==> config.mk <==
export PLATFORM = sky130hd
export DESIGN_NAME = data_sender_flat
export DESIGN_NICKNAME = d
export VERILOG_FILES = /design/src/rtl/data_sender_pkg.sv /design/src/rtl/data_sender_if.sv /design/src/rtl/cdc_sync_bit.sv /design/src/rtl/data_sender.sv /design/src/flat_wrapper.sv
export SDC_FILE = /design/constraint.sdc
export NUM_CORES = 1
export LEC_CHECK = 0
export BUFFER_PORTS_ARGS = -buffer_cell sky130_fd_sc_hd__buf_2
export CAP_MARGIN = 20
export CELL_PAD_IN_SITES_DETAIL_PLACEMENT = 0
export CELL_PAD_IN_SITES_GLOBAL_PLACEMENT = 1
export CORE_MARGIN = 3
export CORE_UTILIZATION = 30
export CTS_CLUSTER_SIZE = 20
export DETAILED_ROUTE_END_ITERATION = 10
export PLACE_DENSITY_LB_ADDON = 0.1
export SYNTH_ARGS = -nofsm -noshare
export SYNTH_HDL_FRONTEND = slang
export SYNTH_SLANG_ARGS = --single-unit
==> constraint.sdc <==
create_clock -name i_clk_a -period 3.15 [get_ports i_clk_a]
set_input_delay 0.1575 -clock i_clk_a [delete_from_list [all_inputs] [get_ports i_clk_a]]
set_output_delay 0.1575 -clock i_clk_a [all_outputs]
set_load 0.05 [all_outputs]
==> src/rtl/data_sender_pkg.sv <==
// Shared types and defaults for the req/ack CDC handshake pair (sender and receiver).
package data_sender_pkg;

  typedef enum logic [1:0] {
    ST_IDLE   = 2'd0,
    ST_REQ_HI = 2'd1,
    ST_ACK_LO = 2'd2
  } state_e;

  localparam int DEF_DATA_W      = 4;
  localparam int DEF_SYNC_STAGES = 2;

  // States in which the sender is waiting on the far side's ack.
  function automatic logic is_ack_wait(state_e s);
    return (s == ST_REQ_HI) || (s == ST_ACK_LO);
  endfunction

endpackage

==> src/rtl/data_sender_if.sv <==
// Local producer handshake into the domain-A sender.
// valid/ready: a word moves on any clock edge where valid && ready are both high;
// data is only looked at on that edge, and valid may be held high across several words.
interface data_sender_if #(
  parameter int DATA_W = 4
) ();

  logic              valid;
  logic              ready;
  logic [DATA_W-1:0] data;

  modport master (output valid, output data, input ready);
  modport slave  (input valid, input data, output ready);

endinterface

==> src/rtl/cdc_sync_bit.sv <==
// Multi-flop single-bit synchronizer, async active-low reset to 0.
module cdc_sync_bit #(
  parameter int SYNC_STAGES = 2
) (
  input  logic i_clk,
  input  logic i_rst_n,
  input  logic i_d,
  output logic o_q
);

  logic [SYNC_STAGES-1:0] sync_q;
  logic [SYNC_STAGES-1:0] sync_d;

  always_comb begin
    sync_d = {sync_q[SYNC_STAGES-2:0], i_d};
  end

  always_ff @(posedge i_clk or negedge i_rst_n) begin
    if (!i_rst_n) begin
      sync_q <= '0;
    end else begin
      sync_q <= sync_d;
    end
  end

  assign o_q = sync_q[SYNC_STAGES-1];

endmodule

==> src/rtl/data_sender.sv <==
// Domain-A source of a 4-phase req/ack multi-bit CDC handshake, with ack-wait
// timeout flag and completed-transfer counter.
module data_sender
  import data_sender_pkg::*;
#(
  parameter int DATA_W      = DEF_DATA_W,
  parameter int SYNC_STAGES = DEF_SYNC_STAGES,
  parameter int TIMEOUT_CYC = 1024,
  parameter int CNT_W       = 8
) (
  input  logic              i_clk_a,
  input  logic              i_rst_n,
  data_sender_if.slave      prod,
  output logic              o_data_req,
  output logic [DATA_W-1:0] o_data,
  input  logic              i_data_ack,
  output logic              o_busy,
  output logic              o_timeout,
  input  logic              i_err_clr,
  output logic [CNT_W-1:0]  o_xfer_cnt,
  output state_e            o_dbg_state
);

  // Counter saturates one above the trip value so the flag sets exactly once per wait.
  localparam int WAIT_W = (TIMEOUT_CYC > 0) ? $clog2(TIMEOUT_CYC + 1) : 1;

  state_e              state_q, state_d;
  logic [DATA_W-1:0]   data_q, data_d;
  logic                req_q, req_d;
  logic                timeout_q, timeout_d;
  logic [CNT_W-1:0]    cnt_q, cnt_d;
  logic [WAIT_W-1:0]   wait_q, wait_d;
  logic                ack_s;

  cdc_sync_bit #(.SYNC_STAGES(SYNC_STAGES)) u_ack_sync (
    .i_clk   (i_clk_a),
    .i_rst_n (i_rst_n),
    .i_d     (i_data_ack),
    .o_q     (ack_s)
  );

  always_comb begin
    state_d   = state_q;
    data_d    = data_q;
    req_d     = req_q;
    cnt_d     = cnt_q;
    timeout_d = timeout_q;
    wait_d    = wait_q;
    if (wait_q != WAIT_W'(TIMEOUT_CYC)) begin
      wait_d = wait_q + 1'b1;
    end

    unique case (state_q)
      ST_IDLE: begin
        if (prod.valid) begin
          data_d  = prod.data;
          req_d   = 1'b1;
          wait_d  = '0;
          state_d = ST_REQ_HI;
        end
      end
      ST_REQ_HI: begin
        if (ack_s) begin
          req_d   = 1'b0;
          wait_d  = '0;
          state_d = ST_ACK_LO;
        end
      end
      ST_ACK_LO: begin
        if (!ack_s) begin
          cnt_d   = cnt_q + 1'b1;
          state_d = ST_IDLE;
        end
      end
      default: begin
        req_d   = 1'b0;
        state_d = ST_IDLE;
      end
    endcase

    // A set landing on the same edge as a clear wins.
    if (i_err_clr) begin
      timeout_d = 1'b0;
    end
    if ((TIMEOUT_CYC > 0) && is_ack_wait(state_q) &&
        (wait_q == WAIT_W'(TIMEOUT_CYC - 1))) begin
      timeout_d = 1'b1;
    end
  end

  always_ff @(posedge i_clk_a or negedge i_rst_n) begin
    if (!i_rst_n) begin
      state_q   <= ST_IDLE;
      data_q    <= '0;
      req_q     <= 1'b0;
      timeout_q <= 1'b0;
      cnt_q     <= '0;
      wait_q    <= '0;
    end else begin
      state_q   <= state_d;
      data_q    <= data_d;
      req_q     <= req_d;
      timeout_q <= timeout_d;
      cnt_q     <= cnt_d;
      wait_q    <= wait_d;
    end
  end

  assign prod.ready  = (state_q == ST_IDLE);
  assign o_busy      = (state_q != ST_IDLE);
  assign o_data_req  = req_q;
  assign o_data      = data_q;
  assign o_timeout   = timeout_q;
  assign o_xfer_cnt  = cnt_q;
  assign o_dbg_state = state_q;

  // A still-high ack when a new word is taken means the receiver broke the 4-phase order.
  a_no_stale_ack: assert property (@(posedge i_clk_a) disable iff (!i_rst_n)
    (state_q == ST_IDLE && prod.valid) |-> !ack_s);

endmodule
==> src/flat_wrapper.sv <==
// flat-port wrapper written by rule: the top's interface ports become plain ports
module data_sender_flat import data_sender_pkg::*;
#(
  parameter int DATA_W      = DEF_DATA_W,
  parameter int SYNC_STAGES = DEF_SYNC_STAGES,
  parameter int TIMEOUT_CYC = 1024,
  parameter int CNT_W       = 8
)
  (i_clk_a, i_rst_n, o_data_req, o_data, i_data_ack, o_busy, o_timeout, i_err_clr, o_xfer_cnt, o_dbg_state, prod_valid, prod_data, prod_ready);
  data_sender_if #(.DATA_W(DATA_W)) prod_i ();
  input  logic i_clk_a;
  input  logic i_rst_n;
  output logic o_data_req;
  output logic [DATA_W-1:0] o_data;
  input  logic i_data_ack;
  output logic o_busy;
  output logic o_timeout;
  input  logic i_err_clr;
  output logic [CNT_W-1:0] o_xfer_cnt;
  output state_e o_dbg_state;
  input wire logic [$bits(prod_i.valid)-1:0] prod_valid;
  input wire logic [$bits(prod_i.data)-1:0] prod_data;
  output wire logic [$bits(prod_i.ready)-1:0] prod_ready;
  assign prod_i.valid = prod_valid;
  assign prod_i.data = prod_data;
  assign prod_ready = prod_i.ready;
  data_sender #(.DATA_W(DATA_W), .SYNC_STAGES(SYNC_STAGES), .TIMEOUT_CYC(TIMEOUT_CYC), .CNT_W(CNT_W)) u_core (.i_clk_a(i_clk_a), .i_rst_n(i_rst_n), .prod(prod_i), .o_data_req(o_data_req), .o_data(o_data), .i_data_ack(i_data_ack), .o_busy(o_busy), .o_timeout(o_timeout), .i_err_clr(i_err_clr), .o_xfer_cnt(o_xfer_cnt), .o_dbg_state(o_dbg_state));
endmodule
==> run metrics, run 1 <==
number of max-cap violations=0; GRT Total Usage=11.7%; DP Wirelength=2010 um; nets=173; fin crit share=57.3%; post-route ant nets=0; clk_lat worst skew=280 ps; Final Hold Viols=0; post-placement cell count=201; outcome=completed; via count=1,037; TritonCTS buffer count=5; Syn Nets=138; clock sinks=29; crit path cell chain=inv_1 > ha_1 > mux2i_1 > nor2_2 > a2111oi_1; initial core utilization=31.4%; Worst Setup End Kind=flip-flop; die area=5440 um^2; Synth Cell Area=1380 um^2; Max clock buf depth=2; max_slew headroom=55.3%; Setup-failing EPs final=0; register area share after synthesis=52.7%; yosys warns=0; RSZ-0062 raised after global routing=no; initial antenna violation count=0; final instance area=1670 um^2; Layout Cells excl Fill=211; layout cell share with drive strength beyond 1=24.5%; number of global-route vias before repair=1,037; WHS=106 ps; peak supply drop=0.447 mV; Top delay family on crit path=multiplexers; synthesis-to-finish area growth=21.5%; Cell Rows=24; CTS tree=yes; drt total wl=2880 um; num ports=27; Area contributors post-synth=dfrtp_1 (53%), ha_1 (5.5%), xnor2_1 (4.5%); measured slew at the worst slew-check pin=671 ps; min cycle time layout=1800 ps; GPL Wtd Cong=0.726; worst-path maximum fanout=9; Netlist cell types=33; htree depth=2; DR vias/cell=4.91; first drt pass iteration count=4; Post-synth top cells=dfrtp_1 (29), inv_1 (11), o21ai_0 (11); DR iter-0 viols=30; Clock Tree Root=clkbuf_8; Post-synth EDFFs=0; Post-route DRC=0; I/O Buffers=26; async set-reset flop share out of synthesis=100%; max-slew violations=0; wire length per cell=13.7 um; Core Area=4380 um^2; kind of critical path=flip-flop to flip-flop; Seq cells post-synth=29; Avg Inst Size Synth=11.2 um^2; clock skew=4.37 ps; P_leak=0.765 nW; Crit path buffers/inverters=1; Die X=73.7 um; Synth top area share=52.7%; CP arrival=1960 ps; worst min path class=input port to flip-flop; critical path's slowest cell=mux2i_1; cell accounting for the most synthesized area=dfrtp_1; Fin Setup TNS=0 ps; Max Clk Rate=0.554 GHz; Final Util=38.1%; synthesized instance count=123; CP required=3310 ps; final setup margin=1350 ps; Overall Power=1.53 mW; CP startpoint kind=flip-flop; worst slack, placed=1370 ps; Filler cells=453; gr ovfl total=0; PwrDens=913 nW/um^2; slowest stage delay, CP=470 ps; Synth Flop Type=dfrtp_1; Die Height=73.7 um; largest net degree at the start of global routing=30; most frequent cell after synthesis=dfrtp_1; Area after DPL=1570 um^2; ant diodes=0; postcts setup bufs=0; Reg clk slew, reported paths=60 ps; first-pass GRT wire length=4770 um
## worst paths after layout
kind / slack [ps] / depth (start not counted) / startpoint / end
min in group asynchronous: 450 / 2 / i_rst_n / u_core.wait_q[5]$_DFF_PN0_
max: 1350 / 5 / u_core.o_dbg_state[1]$_DFFE_PN0P_ / u_core.wait_q[9]$_DFF_PN0_
min: 110 / 2 / prod_data[0] / u_core.o_data[0]$_DFFE_PN0P_
min reg2reg: 350 / 0 / u_core.u_ack_sync.sync_q[0]$_DFF_PN0_ / u_core.u_ack_sync.sync_q[1]$_DFF_PN0_
max reg2reg: 1350 / 5 / u_core.o_dbg_state[1]$_DFFE_PN0P_ / u_core.wait_q[9]$_DFF_PN0_
max in group asynchronous: 2270 / 2 / i_rst_n / u_core.o_data[2]$_DFFE_PN0P_
## cells by family after synthesis
| kind of cell | Yosys count | share of synthesized area (%) |
|---|---|---|
| muxes | 8 | 6.27 |
| xor gates and xnor gates | 9 | 5.73 |
| and+or+nand+nor | 36 | 16.3 |
| adders and majority gates | 6 | 5.45 |
| buffers and inverters | 11 | 3.00 |
| AOI/OAI and AO/OA | 24 | 10.5 |
| DFF | 29 | 52.7 |
## power breakdown
| part | switching [mW] | leakage [nW] | internal (mW) |
|---|---|---|---|
| Clock | 0.139 | 0.0395 | 0.157 |
| Combinational | 0.495 | 0.347 | 0.194 |
| Sequential | 0.0812 | 0.379 | 0.460 |
| Total | 0.715 | 0.765 | 0.810 |
## flip-flops by register name, summed over array words and instances, names as in the netlist
| register | count |
|---|---|
| u_core.wait_q | 11 |
| u_core.o_xfer_cnt | 8 |
| u_core.o_data | 4 |
| u_core.o_dbg_state | 2 |
| u_core.u_ack_sync.sync_q | 2 |
| u_core.o_data_req | 1 |
| u_core.o_timeout | 1 |
## per-layer routing
layer,wire length (um),track usage [%],vias up
li1,-,-,508
met1,1360,15.1,502
met2,1360,17.4,25
met3,146,4.92,2
met4,13,4.23,0
met5,0,0,-
## worst register-to-register path, cell delays in order, from the launching register on
cell and delay (ps):
dfrtp_1 400, inv_1 110, ha_1 220, mux2i_1 470
nor2_2 180, a2111oi_1 290
## cell usage in the layout (no fill, tap or decap), types with 3 or more instances in the layout
cell type	instances
dfrtp_1	29
nand4_1	5
clkbuf_8	5
inv_1	11
mux2_2	5
mux2i_1	3
o21ai_0	11
buf_2	26
xnor2_1	7
nor4_1	4
nor2b_1	3
or3_1	4
nand2_1	5
clkbuf_1	3
ha_1	6
a21oi_1	4
## repair_timing
action	CTS	global route
gates resized for setup	0	0
endpoints found under the setup margin	0	0
hold buffers	2	0
hold endpoints to repair	30	0
## layout make-up
cell class | count | area, um^2 | share of cell area (%)
sequential | 29 | 726 | 43.4
multi-input combinational | 83 | 609 | 36.5
clock buffer | 8 | 80.1 | 4.79
timing repair buffer | 28 | 150 | 8.98
inverter | 11 | 41.3 | 2.47
tap | 52 | 65.1 | 3.89
Power figures use the tool's default switching activity.
==> run 2, diff against run 1 <==
- ABC_AREA: default -> 1
- clock period: 3.15 -> 1.6 ns (I/O delays scaled with it)
==> run 2 against run 1 <==
Effect of this change:
- highest routed layer unchanged
- die area rose by 5.8%
- critical path depth rose by 3
- critical endpoint is now u_core.wait_q[8]$_DFF_PN0_
- via count rose by 12%
- largest power group unchanged
- utilization rose by 2.1 points
- setup slack got worse by 1200 ps
==> run metrics, run 2 <==
fin crit share=92.7% (+35 points); Register-to-Register Path Depth=8 (+3); part of the power in combinational logic=48.4% (+3.2 points); CP arrival=1690 ps (-270 ps); Seq cells post-synth=29 (unchanged); clk_lat worst skew=280 ps (about the same); first-pass GRT wire length=5260 um (+10%); Area contributors post-synth=dfrtp_1 (50%), nand2_1 (12%), inv_1 (6.9%); die area=5750 um^2 (+5.8%); outcome=completed; TritonCTS buffer count=5 (unchanged); Final Hold Viols=0 (unchanged); Die Height=75.8 um (+2.8%); Syn Nets=185 (+34%); drt total wl=3030 um (+5.1%); post-route ant nets=0 (unchanged); DP Wirelength=2220 um (+10%); Worst Hold Depth=2 (unchanged); async set-reset flop share out of synthesis=100% (unchanged); layout cell share with drive strength beyond 1=27.5% (+3.0 points); number of max-cap violations=0 (unchanged); max-slew violations=0 (unchanged); Max Clk Rate=0.674 GHz (+22%); Int Power=1.63 mW (+100%); combinational family with the most area after synthesis=simple AND/OR/NAND/NOR gates; Max clock buf depth=2 (unchanged); Fin Setup TNS=0 ps (unchanged); cell accounting for the most synthesized area=dfrtp_1; initial antenna violation count=0 (unchanged); NetSw=1.54 mW (+120%); slowest stage delay, CP=420 ps (-50 ps); Synth Area in Compound Gates=4.53% (-6.0 points); via count=1,164 (+12%); Seq pwr share=33.0% (-2.5 points); postcts setup bufs=0 (unchanged); most frequent cells in the layout=nand2_1 (45), dfrtp_1 (27), buf_2 (26); Net Sw Frac=48.6% (+1.7 points); largest net degree at the start of global routing=30 (unchanged); synthesized instance count=170 (+38%); gr ovfl total=0 (unchanged); DR vias/cell=4.28 (-13%); Overall Power=3.18 mW (+110%); synthesis-to-finish area growth=24.8%; GPL Wtd Cong=0.772 (+6.3%); peak supply drop=0.983 mV (+120%); Clock Tree Root=clkbuf_8; final setup margin=117 ps (-1230 ps); Layout Cells excl Fill=272 (+29%); wire length per cell=11.1 um (-18%); CTS tree=yes; I/O Buffers=26 (unchanged); RSZ-0062 raised after global routing=no; Post-synth EDFFs=0 (unchanged); nets=221 (+28%); mux cell area share after synthesis=3.08% (-3.2 points); Reg clk slew, reported paths=70 ps (about the same); Netlist cell types=23 (-30%); max_slew headroom=55.6% (+0.38 points); Post-synth top cells=nand2_1 (46), dfrtp_1 (29), inv_1 (27); htree depth=2 (unchanged); worst slack, placed=62.4 ps (-1310 ps); crit path cell chain=inv_1 > ha_2 > nand2_1 > nand2_1 > inv_1 > o21ai_4 > o21ai_2 > nor2_1; XOR/XNOR Fraction of Synth Area=4.19% (-1.5 points); PwrDens=1740 nW/um^2 (+91%); register area share after synthesis=49.6% (-3.1 points); Synth Flop Type=dfrtp_1; CP required=1810 ps (-1500 ps); Worst Setup End Kind=flip-flop; min cycle time layout=1480 ps (-321 ps); CP startpoint kind=flip-flop; worst min path class=input port to flip-flop; Synth Area in Adders=5.13% (-0.32 points); num ports=27 (unchanged); Die X=75.8 um (+2.8%); DR iter-0 viols=28 (-6.7%); clock sinks=29 (unchanged); Post-route DRC=0 (unchanged); first drt pass iteration count=4 (unchanged); number of global-route vias before repair=1,166 (+12%); Core Area=4530 um^2 (+3.4%); GRT Total Usage=12.5% (+0.79 points); kind of critical path=flip-flop to flip-flop; most frequent cell after synthesis=nand2_1; Final Util=40.3% (+2.1 points); ant diodes=0 (unchanged); measured slew at the worst slew-check pin=665 ps (-5.70 ps); Setup-failing EPs final=0 (unchanged); most common cell after layout, fill and taps aside=nand2_1; P_leak=0.910 nW (+19%); Largest Register=u_core.wait_q; Synth top area share=49.6% (-3.1 points); post-synthesis simple-gate area fraction=26.3% (+10 points); Avg Inst Size Synth=8.60 um^2 (-23%); Cell Rows=24 (unchanged); Synth Cell Area=1460 um^2 (+6.3%); yosys warns=0 (unchanged); initial core utilization=32.3% (+0.86 points); post-placement cell count=261 (+30%); critical path's slowest cell=dfrtp_2; worst-path maximum fanout=7 (-2); clock skew=3.85 ps (-0.522 ps); Clock Power Share=18.6% (-0.8 points); Largest register FFs=11 (unchanged)
==> run 2: cell types whose count changed after synthesis, moves of 4 or more <==
cell	delta
nand2_1	+41
nor2_1	+13
or3_1	-4
inv_1	+16
nor4_1	-4
o21ai_0	-7
nand3_1	+8
==> run 2: worst max-delay path: cells and delay by family (launching register included) <==
kind                       cells  cell delay [ps]
AOI/OAI and AO/OA              2              280
adders and majority gates      1              240
buffers and inverters          2              210
DFF                            1              420
and+or+nand+nor                3              270
==> run 2: kinds of logic (layout without fill, tap and decap cells) <==
kind of cell,after synthesis,count (layout)
AND/OR/NAND/NOR,85,85
flip-flops,29,29
buffers and inverters,28,65
AO/OA/AOI/OAI,11,11
XOR/XNOR,7,7
adder cells (fa/ha/maj),6,6
multiplexers,4,4
==> run 2: per-stage QoR <==
stage | cell area (um^2) | hold slack (ps)
2_1_floorplan | 1480 | -216
3_3_place_gp | 1690 | 157
3_5_place_dp | 1690 | 164
4_1_cts | 1800 | 0.404
5_1_grt | 1830 | 22.1
6_report | 1830 | 29.1
==> run 2: per-layer routing <==
metal,GRT usage (%),part of all wire [%],vias up
met2,20.5,51,22
met5,0,0,-
met3,4.75,3.9,4
met4,5.24,1.1,0
met1,14.5,44,540
li1,-,-,598
==> run 2: power groups by stage <==
stage / Clock, mW / Sequential (mW) / Combinational (mW)
CTS: 0.609 / 1.05 / 1.51
global placement: 0 / 1.05 / 1.49
finish: 0.589 / 1.05 / 1.54
detailed placement: 0 / 1.06 / 1.50
floorplan: 0 / 1.51 / 0.710
global route: 0.654 / 1.08 / 1.69
==> run 2: area by class of cell <==
| class | count | area, um^2 |
|---|---|---|
| fillers | 470 | 2710 |
| clock buffers | 6 | 72.6 |
| clock inverters | 2 | 10.0 |
| well taps | 65 | 81.3 |
| multi-input cells | 113 | 664 |
| inverters | 28 | 109 |
| flip-flops and latches | 29 | 728 |
| repair buffers | 29 | 160 |
==> run 2: final timing paths <==
path                                                            start                                     to  slack, ps
worst max-delay path                u_core.o_dbg_state[1]$_DFFE_PN0P_             u_core.wait_q[8]$_DFF_PN0_        120
worst max register to register      u_core.o_dbg_state[1]$_DFFE_PN0P_             u_core.wait_q[8]$_DFF_PN0_        120
worst min-delay path                                     prod_data[1]           u_core.o_data[1]$_DFFE_PN0P_         30
worst min register to register  u_core.u_ack_sync.sync_q[0]$_DFF_PN0_  u_core.u_ack_sync.sync_q[1]$_DFF_PN0_        360
min in group asynchronous                                     i_rst_n       u_core.o_xfer_cnt[0]$_DFFE_PN0P_        360
max in group asynchronous                                     i_rst_n      u_core.o_dbg_state[1]$_DFFE_PN0P_        770
==> run 2: repair_timing <==
item                                    CTS  global route
endpoints found under the hold margin    30             1
resized for setup                         0             6
endpoints found under the setup margin    0             6
hold buffers                              2             1
